`src/rtl/seg_scan_decoder.sv`:
```
// rtl/seg_scan_decoder.sv - 7-seg scan bus decoder (optional input synchronizer: SEG_SCAN_SYNC_EN)
module seg_scan_decoder #(
  parameter int NUM_DIGITS    = 8,
  parameter int SETTLE_CYCLES = 4,
  localparam int IDXW = (NUM_DIGITS > 1) ? $clog2(NUM_DIGITS) : 1,
  localparam int CNTW = (SETTLE_CYCLES > 1) ? $clog2(SETTLE_CYCLES) : 1
) (
  input  logic                    clk,
  input  logic                    reset,
  input  logic [NUM_DIGITS-1:0]   an_n,
  input  logic [6:0]              seg,
  output logic                    cap_valid,
  output logic [IDXW-1:0]         cap_idx,
  output logic [3:0]              cap_hex,
  output logic                    cap_bad,
  output logic                    frame_valid,
  output logic [4*NUM_DIGITS-1:0] frame_value,
  output logic                    frame_err
);

  typedef enum logic [1:0] {
    ST_WAIT,
    ST_SETTLE,
    ST_CAPTURE,
    ST_HOLD
  } state_t;

  logic [NUM_DIGITS-1:0] an_src;
  logic [6:0]            seg_src;

`ifdef SEG_SCAN_SYNC_EN
  logic [NUM_DIGITS-1:0] an_m1_q, an_m2_q;
  logic [6:0]            seg_m1_q, seg_m2_q;

  // Two-flop synchronizer for a display source running on another clock; idles inactive (all high).
  always_ff @(posedge clk or posedge reset) begin
    if (reset) begin
      an_m1_q  <= '1;
      an_m2_q  <= '1;
      seg_m1_q <= '1;
      seg_m2_q <= '1;
    end else begin
      an_m1_q  <= an_n;
      an_m2_q  <= an_m1_q;
      seg_m1_q <= seg;
      seg_m2_q <= seg_m1_q;
    end
  end

  assign an_src  = an_m2_q;
  assign seg_src = seg_m2_q;
`else
  assign an_src  = an_n;
  assign seg_src = seg;
`endif

  logic [NUM_DIGITS-1:0] s_an_q;
  logic [6:0]            s_seg_q;
  logic [NUM_DIGITS-1:0] p_an_q;
  logic [6:0]            p_seg_q;

  // Input stage plus a one-cycle-delayed copy used to detect bus changes while settling.
  always_ff @(posedge clk or posedge reset) begin
    if (reset) begin
      s_an_q  <= '1;
      s_seg_q <= '1;
      p_an_q  <= '1;
      p_seg_q <= '1;
    end else begin
      s_an_q  <= an_src;
      s_seg_q <= seg_src;
      p_an_q  <= s_an_q;
      p_seg_q <= s_seg_q;
    end
  end

  logic            an_ok;
  logic [IDXW-1:0] an_idx;
  int              low_cnt;

  // Anode is usable only when exactly one line is pulled low; its position is the digit index.
  always_comb begin
    low_cnt = 0;
    an_idx  = '0;
    for (int i = 0; i < NUM_DIGITS; i++) begin
      if (!s_an_q[i]) begin
        low_cnt = low_cnt + 1;
        an_idx  = IDXW'(i);
      end
    end
    an_ok = (low_cnt == 1);
  end

  logic [3:0] dec_hex;
  logic       dec_bad;

  // Reverse 7-seg lookup of the active-low {a..g} pattern; unknown patterns flag bad and read 0.
  always_comb begin
    dec_hex = 4'h0;
    dec_bad = 1'b0;
    case (s_seg_q)
      7'b0000001: dec_hex = 4'h0;
      7'b1001111: dec_hex = 4'h1;
      7'b0010010: dec_hex = 4'h2;
      7'b0000110: dec_hex = 4'h3;
      7'b1001100: dec_hex = 4'h4;
      7'b0100100: dec_hex = 4'h5;
      7'b0100000: dec_hex = 4'h6;
      7'b0001111: dec_hex = 4'h7;
      7'b0000000: dec_hex = 4'h8;
      7'b0000100: dec_hex = 4'h9;
      7'b0001000: dec_hex = 4'hA;
      7'b1100000: dec_hex = 4'hB;
      7'b0110001: dec_hex = 4'hC;
      7'b1000010: dec_hex = 4'hD;
      7'b0110000: dec_hex = 4'hE;
      7'b0111000: dec_hex = 4'hF;
      default:    dec_bad = 1'b1;
    endcase
  end

  state_t                state_q, state_d;
  logic [CNTW-1:0]       cnt_q, cnt_d;
  logic                  load_cap;
  logic                  bus_changed;
  logic [NUM_DIGITS-1:0] cap_an_q;

  assign bus_changed = (s_an_q != p_an_q) || (s_seg_q != p_seg_q);

  // State and settle-counter registers.
  always_ff @(posedge clk or posedge reset) begin
    if (reset) begin
      state_q <= ST_WAIT;
      cnt_q   <= '0;
    end else begin
      state_q <= state_d;
      cnt_q   <= cnt_d;
    end
  end

  // Next-state logic: settle on a stable digit, capture once, then hold until the anode moves.
  always_comb begin
    state_d  = state_q;
    cnt_d    = cnt_q;
    load_cap = 1'b0;
    case (state_q)
      ST_WAIT: begin
        if (an_ok) begin
          state_d = ST_SETTLE;
          cnt_d   = '0;
        end
      end
      ST_SETTLE: begin
        if (!an_ok) begin
          state_d = ST_WAIT;
        end else if (bus_changed) begin
          cnt_d = '0;
        end else if (cnt_q == CNTW'(SETTLE_CYCLES - 1)) begin
          state_d  = ST_CAPTURE;
          load_cap = 1'b1;
        end else begin
          cnt_d = cnt_q + CNTW'(1);
        end
      end
      ST_CAPTURE: begin
        state_d = ST_HOLD;
      end
      ST_HOLD: begin
        if (s_an_q != cap_an_q) begin
          state_d = ST_WAIT;
        end
      end
      default: begin
        state_d = ST_WAIT;
      end
    endcase
  end

  logic [IDXW-1:0] cap_idx_q;
  logic [3:0]      cap_hex_q;
  logic            cap_bad_q;

  // Capture registers are loaded as the FSM enters CAPTURE and then hold until the next capture.
  always_ff @(posedge clk or posedge reset) begin
    if (reset) begin
      cap_idx_q <= '0;
      cap_hex_q <= '0;
      cap_bad_q <= 1'b0;
      cap_an_q  <= '1;
    end else if (load_cap) begin
      cap_idx_q <= an_idx;
      cap_hex_q <= dec_hex;
      cap_bad_q <= dec_bad;
      cap_an_q  <= s_an_q;
    end
  end

  assign cap_valid = (state_q == ST_CAPTURE);
  assign cap_idx   = cap_idx_q;
  assign cap_hex   = cap_hex_q;
  assign cap_bad   = cap_bad_q;

  logic [4*NUM_DIGITS-1:0] buf_q, buf_wr;
  logic [NUM_DIGITS-1:0]   mask_q, mask_new;
  logic                    acc_q;
  logic                    frame_valid_q;
  logic [4*NUM_DIGITS-1:0] frame_value_q;
  logic                    frame_err_q;

  // Frame buffer and digit mask as they will look once the current capture is folded in.
  always_comb begin
    buf_wr = buf_q;
    for (int i = 0; i < NUM_DIGITS; i++) begin
      if (cap_idx_q == IDXW'(i)) begin
        buf_wr[4*i +: 4] = cap_hex_q;
      end
    end
    mask_new = mask_q | (NUM_DIGITS'(1) << cap_idx_q);
  end

  // Frame assembly: publish the buffer the cycle after the mask fills and start a fresh frame.
  always_ff @(posedge clk or posedge reset) begin
    if (reset) begin
      buf_q         <= '0;
      mask_q        <= '0;
      acc_q         <= 1'b0;
      frame_valid_q <= 1'b0;
      frame_value_q <= '0;
      frame_err_q   <= 1'b0;
    end else begin
      frame_valid_q <= 1'b0;
      if (state_q == ST_CAPTURE) begin
        buf_q <= buf_wr;
        if (&mask_new) begin
          frame_valid_q <= 1'b1;
          frame_value_q <= buf_wr;
          frame_err_q   <= acc_q | cap_bad_q;
          mask_q        <= '0;
          acc_q         <= 1'b0;
        end else begin
          mask_q <= mask_new;
          acc_q  <= acc_q | cap_bad_q;
        end
      end
    end
  end

  assign frame_valid = frame_valid_q;
  assign frame_value = frame_value_q;
  assign frame_err   = frame_err_q;

endmodule

```
`config.mk`:
```
export PLATFORM = sky130hd
export DESIGN_NAME = seg_scan_decoder
export DESIGN_NICKNAME = d
export VERILOG_FILES = /design/src/rtl/seg_scan_decoder.sv
export SDC_FILE = /design/constraint.sdc
export NUM_CORES = 1
export LEC_CHECK = 0
export CAP_MARGIN = 25
export CORE_UTILIZATION = 61
export CTS_CLUSTER_DIAMETER = 80
export CTS_CLUSTER_SIZE = 12
export DETAILED_ROUTE_END_ITERATION = 10
export PLACE_DENSITY = 0.93
export SYNTH_ARGS = -nofsm -noshare
export SYNTH_HDL_FRONTEND = slang
export SYNTH_SLANG_ARGS = --single-unit
```
`constraint.sdc`:
```
create_clock -name clk -period 9.8 [get_ports clk]
set_clock_uncertainty 0.2 [all_clocks]
set_input_delay 0.98 -clock clk [delete_from_list [all_inputs] [get_ports clk]]
set_output_delay 0.98 -clock clk [all_outputs]
set_load 0.05 [all_outputs]
```
==> impl_metrics.csv <==
group,metric,value,unit
run_status,status,"finished, final reports clean",
yosys,ys_ff_latch,125,
floorplan,coreArea,9371,µm²
run,cap_viol_max_count,0,
finish,postLayoutCoreUtil,76.88,%
yosys,synth_edf_count,0,
setup_path,cp_max_fo,16,
detailed_routing,top_layer_used,"met4",
global_routing,grt_overflow,0,
cts,ctsHoldBuffers,0,
yosys,synth_cells,525,
finish,layout.nets,598,
global_routing,grt_pass1_wl,22400,µm
power_and_ir_drop,p_leak,3.266,nW
cts,cts_setup_buffers,0,
finish,final_common_cell,"dfrtp_1",
setup_path,ff2ff_setup_slack,3930,ps
yosys,synthFlopType,"dfrtp_1",
sta,fin_crit,5874,ps
setup_path,setup.worst_path.start_class,"flip-flop",
sta,hold_viol,0,
floorplan,start_util,64.15,%
cts,cts.sinks,125,
cts,cts_made_buffers,17,
global_routing,grt_max_degree,72,
power_and_ir_drop,powerDensity,174.3,nW/µm²
global_routing,grt_antenna_before_repair,0,
power_and_ir_drop,peakVddDrop,155.6,µV
global_routing,grt_pass1_vias,4452,
detailed_routing,dr.pass1.iters,5,
sta,timing.fmax,0.1702,GHz
floorplan,dieArea,10260,µm²
floorplan,fp-row-count,35,
setup_path,r2r_cells,21,
sta,tightest_slew,1047,ps
sta,period_share,59.94,%
detailed_routing,drc,0,
detailed_routing,wl_per_cell,18.89,µm
place,dp_cells,680,
detailed_routing,wl_met3,849,µm
sta,relSlewSlack,30.06,%
detailed_routing,num_vias,4323,
place,io_buffers,59,
yosys,syn_area,6012,µm²
hold_path,hold_start,"s_an_q[0]",
setup_path,critPathRequiredTime,10040,ps
detailed_routing,drtAntennaViolNets,0,
detailed_routing,wl_met1,5454,µm
detailed_routing,dr_wl_met2,6733,µm
power_and_ir_drop,finalPower,1.256,mW
floorplan,die_h,101.3,µm
setup_path,reg2reg_from,"s_an_q[0]",
cts,clk_pin_slew,60,ps
finish,finalNonFillerCells,715,
setup_path,worstSetupPathType,"flip-flop to flip-flop",
detailed_routing,vias_per_cell,6.046,
cts,cts_tree,"done",
hold_path,hp-class,"flip-flop to flip-flop",
detailed_routing,drt_wl_total,13500,µm
floorplan,ios,60,
sta,rsz0062_at_grt,"false",
cts,h-tree-depth,4,
cts,cts-root-buf,"clkbuf_8",
detailed_routing,drt_iter0_drc,291,
yosys,syn_avg_cell_area,11.45,µm²
place,gp_congestion,0.8366,
sta,setup_tns,0,ps
cts,clock_latency,520,ps
global_routing,grt_use_total,29.06,%
finish,antenna_cells,0,
cts,cts_buffer_depth,2,
finish,layout_common_cells,"87 x dfrtp_1, 60 x nor2_1, 59 x clkdlybuf4s50_1, 44 x a21oi_1, 38 x dfstp_2",
sta,drv_slew,0,
sta,finalSetupViolCount,0,
setup_path,worst_r2r_endpoint,"cap_an_q[1]",
place,hpwlAfterDp,7747,µm
yosys,yosysWarnings,0,
yosys,async_flop_share,100.0,%
hold_path,min_to,"p_an_q[0]",
finish,drive_gt1_share,22.35,%
finish,synthToLayoutAreaGrowth,19.83,%
floorplan,die_x,101.3,µm
yosys,synth-seq-area-share,52.82,%
setup_path,crit_arrival,6110,ps
setup_path,end_kind,"flip-flop",
hold_path,min_path_cells,0,
yosys,syn_nets,550,
yosys,synth_cell_type_count,59,
sta,hold-worst-slack,226.5,ps
cts,cts-resized-gates,0,
through the flow:
step                instance area (µm²)  setup WS [ps]
finish                             7204           3926
global route                       7204           3605
CTS                                7189           3973
detailed placement                 6625           4077
global placement                   6625           4332
floorplan                          6012           4421
worst max-delay path: stages, from the launching register on:
cell and delay, ps:
dfstp_2 610, inv_1 70, ha_1 250, nand2b_1 170, and2_1 150, ha_1 270, nor2b_1 150, a31oi_1 290
inv_1 90, ha_1 300, nor2_1 170, a21oi_1 80, ha_1 300, nor2_1 50, a221oi_2 350, ha_1 330
mux2_2 260, ha_1 280, nor3_2 190, a32oi_2 120, or4_4 710, mux2_1 400
worst max path at each step:
stage	to	start	slack, ps	cells past startpoint
4_1_cts	cap_hex[2]	s_an_q[0]	3970	21
3_5_place_dp	cap_hex[2]	s_an_q[0]	4080	20
5_1_grt	cap_hex[2]	s_an_q[1]	3610	21
2_1_floorplan	cap_bad	s_an_q[0]	4420	22
3_3_place_gp	cap_hex[0]	s_an_q[0]	4330	20
6_report	cap_an_q[1]	s_an_q[0]	3930	21
synthesized netlist by cell type (2+ instances only):
library cell | instances | area share [%]
nor2b_1 | 7 | 0.73
inv_1 | 7 | 0.44
buf_2 | 6 | 0.50
nand3_1 | 12 | 1.0
a2111oi_0 | 3 | 0.44
dfstp_2 | 38 | 17
mux2_2 | 33 | 6.2
xnor2_1 | 22 | 3.2
nor4b_1 | 4 | 0.58
dfrtp_1 | 87 | 36
clkbuf_1 | 18 | 1.1
mux2_4 | 10 | 2.5
buf_1 | 9 | 0.56
nor3b_1 | 5 | 0.62
a21oi_1 | 44 | 3.7
nand2b_1 | 8 | 0.83
and2_1 | 4 | 0.42
nor2_1 | 60 | 3.7
or3_1 | 2 | 0.21
nor4_1 | 4 | 0.42
or2_2 | 2 | 0.21
o21ai_0 | 7 | 0.58
mux2i_1 | 34 | 5.7
ha_1 | 8 | 1.7
xor2_1 | 10 | 1.5
nand4_1 | 6 | 0.62
o22ai_1 | 3 | 0.31
nor3_1 | 3 | 0.25
nand2_1 | 23 | 1.4
a31oi_1 | 2 | 0.21
mux2_1 | 6 | 1.1
o31ai_1 | 5 | 0.62
nand3b_1 | 7 | 0.87
kinds of logic after synthesis:
family,synth area share (%)
AOI/OAI and AO/OA,7.430
xor gates and xnor gates,6.431
adders and majority gates,1.665
buffers and inverters,3.184
DFF,52.82
muxes,15.46
and+or+nand+nor,13.01
registers in the layout (all words and copies together), names as in the netlist, named ones only:
name and cells:
buf_q 32, frame_value 32, cap_an_q 8, mask_q 8
p_an_q 8, s_an_q 8, p_seg_q 7, s_seg_q 7
cap_hex 4, cap_idx 3, cnt_q 2, acc_q 1
cap_bad 1, frame_err 1, frame_valid 1, state_q 1
where the power goes:
| part | internal, mW | switching (mW) | total, mW |
|---|---|---|---|
| clock | 0.361 | 0.237 | 0.599 |
| sequential | 0.530 | 0.0164 | 0.547 |
| combinational | 0.0522 | 0.0583 | 0.111 |
routing by layer:
metal,global-route usage [%],up-vias
met3,8.075,47
met4,13.60,0
met1,36.21,2137
met2,47.36,217
met5,0,-
li1,-,1922
cell type report:
type	count	area, µm²
Sequential cell	125	3176
Multi-Input combinational cell	356	2646
Fill cell	555	2167
Timing Repair Buffer	64	620.6
Clock buffer	18	417.9
Tap cell	129	161.4
Clock inverter	14	146.4
Inverter	9	36.28
Power figures use the tool's default switching activity.
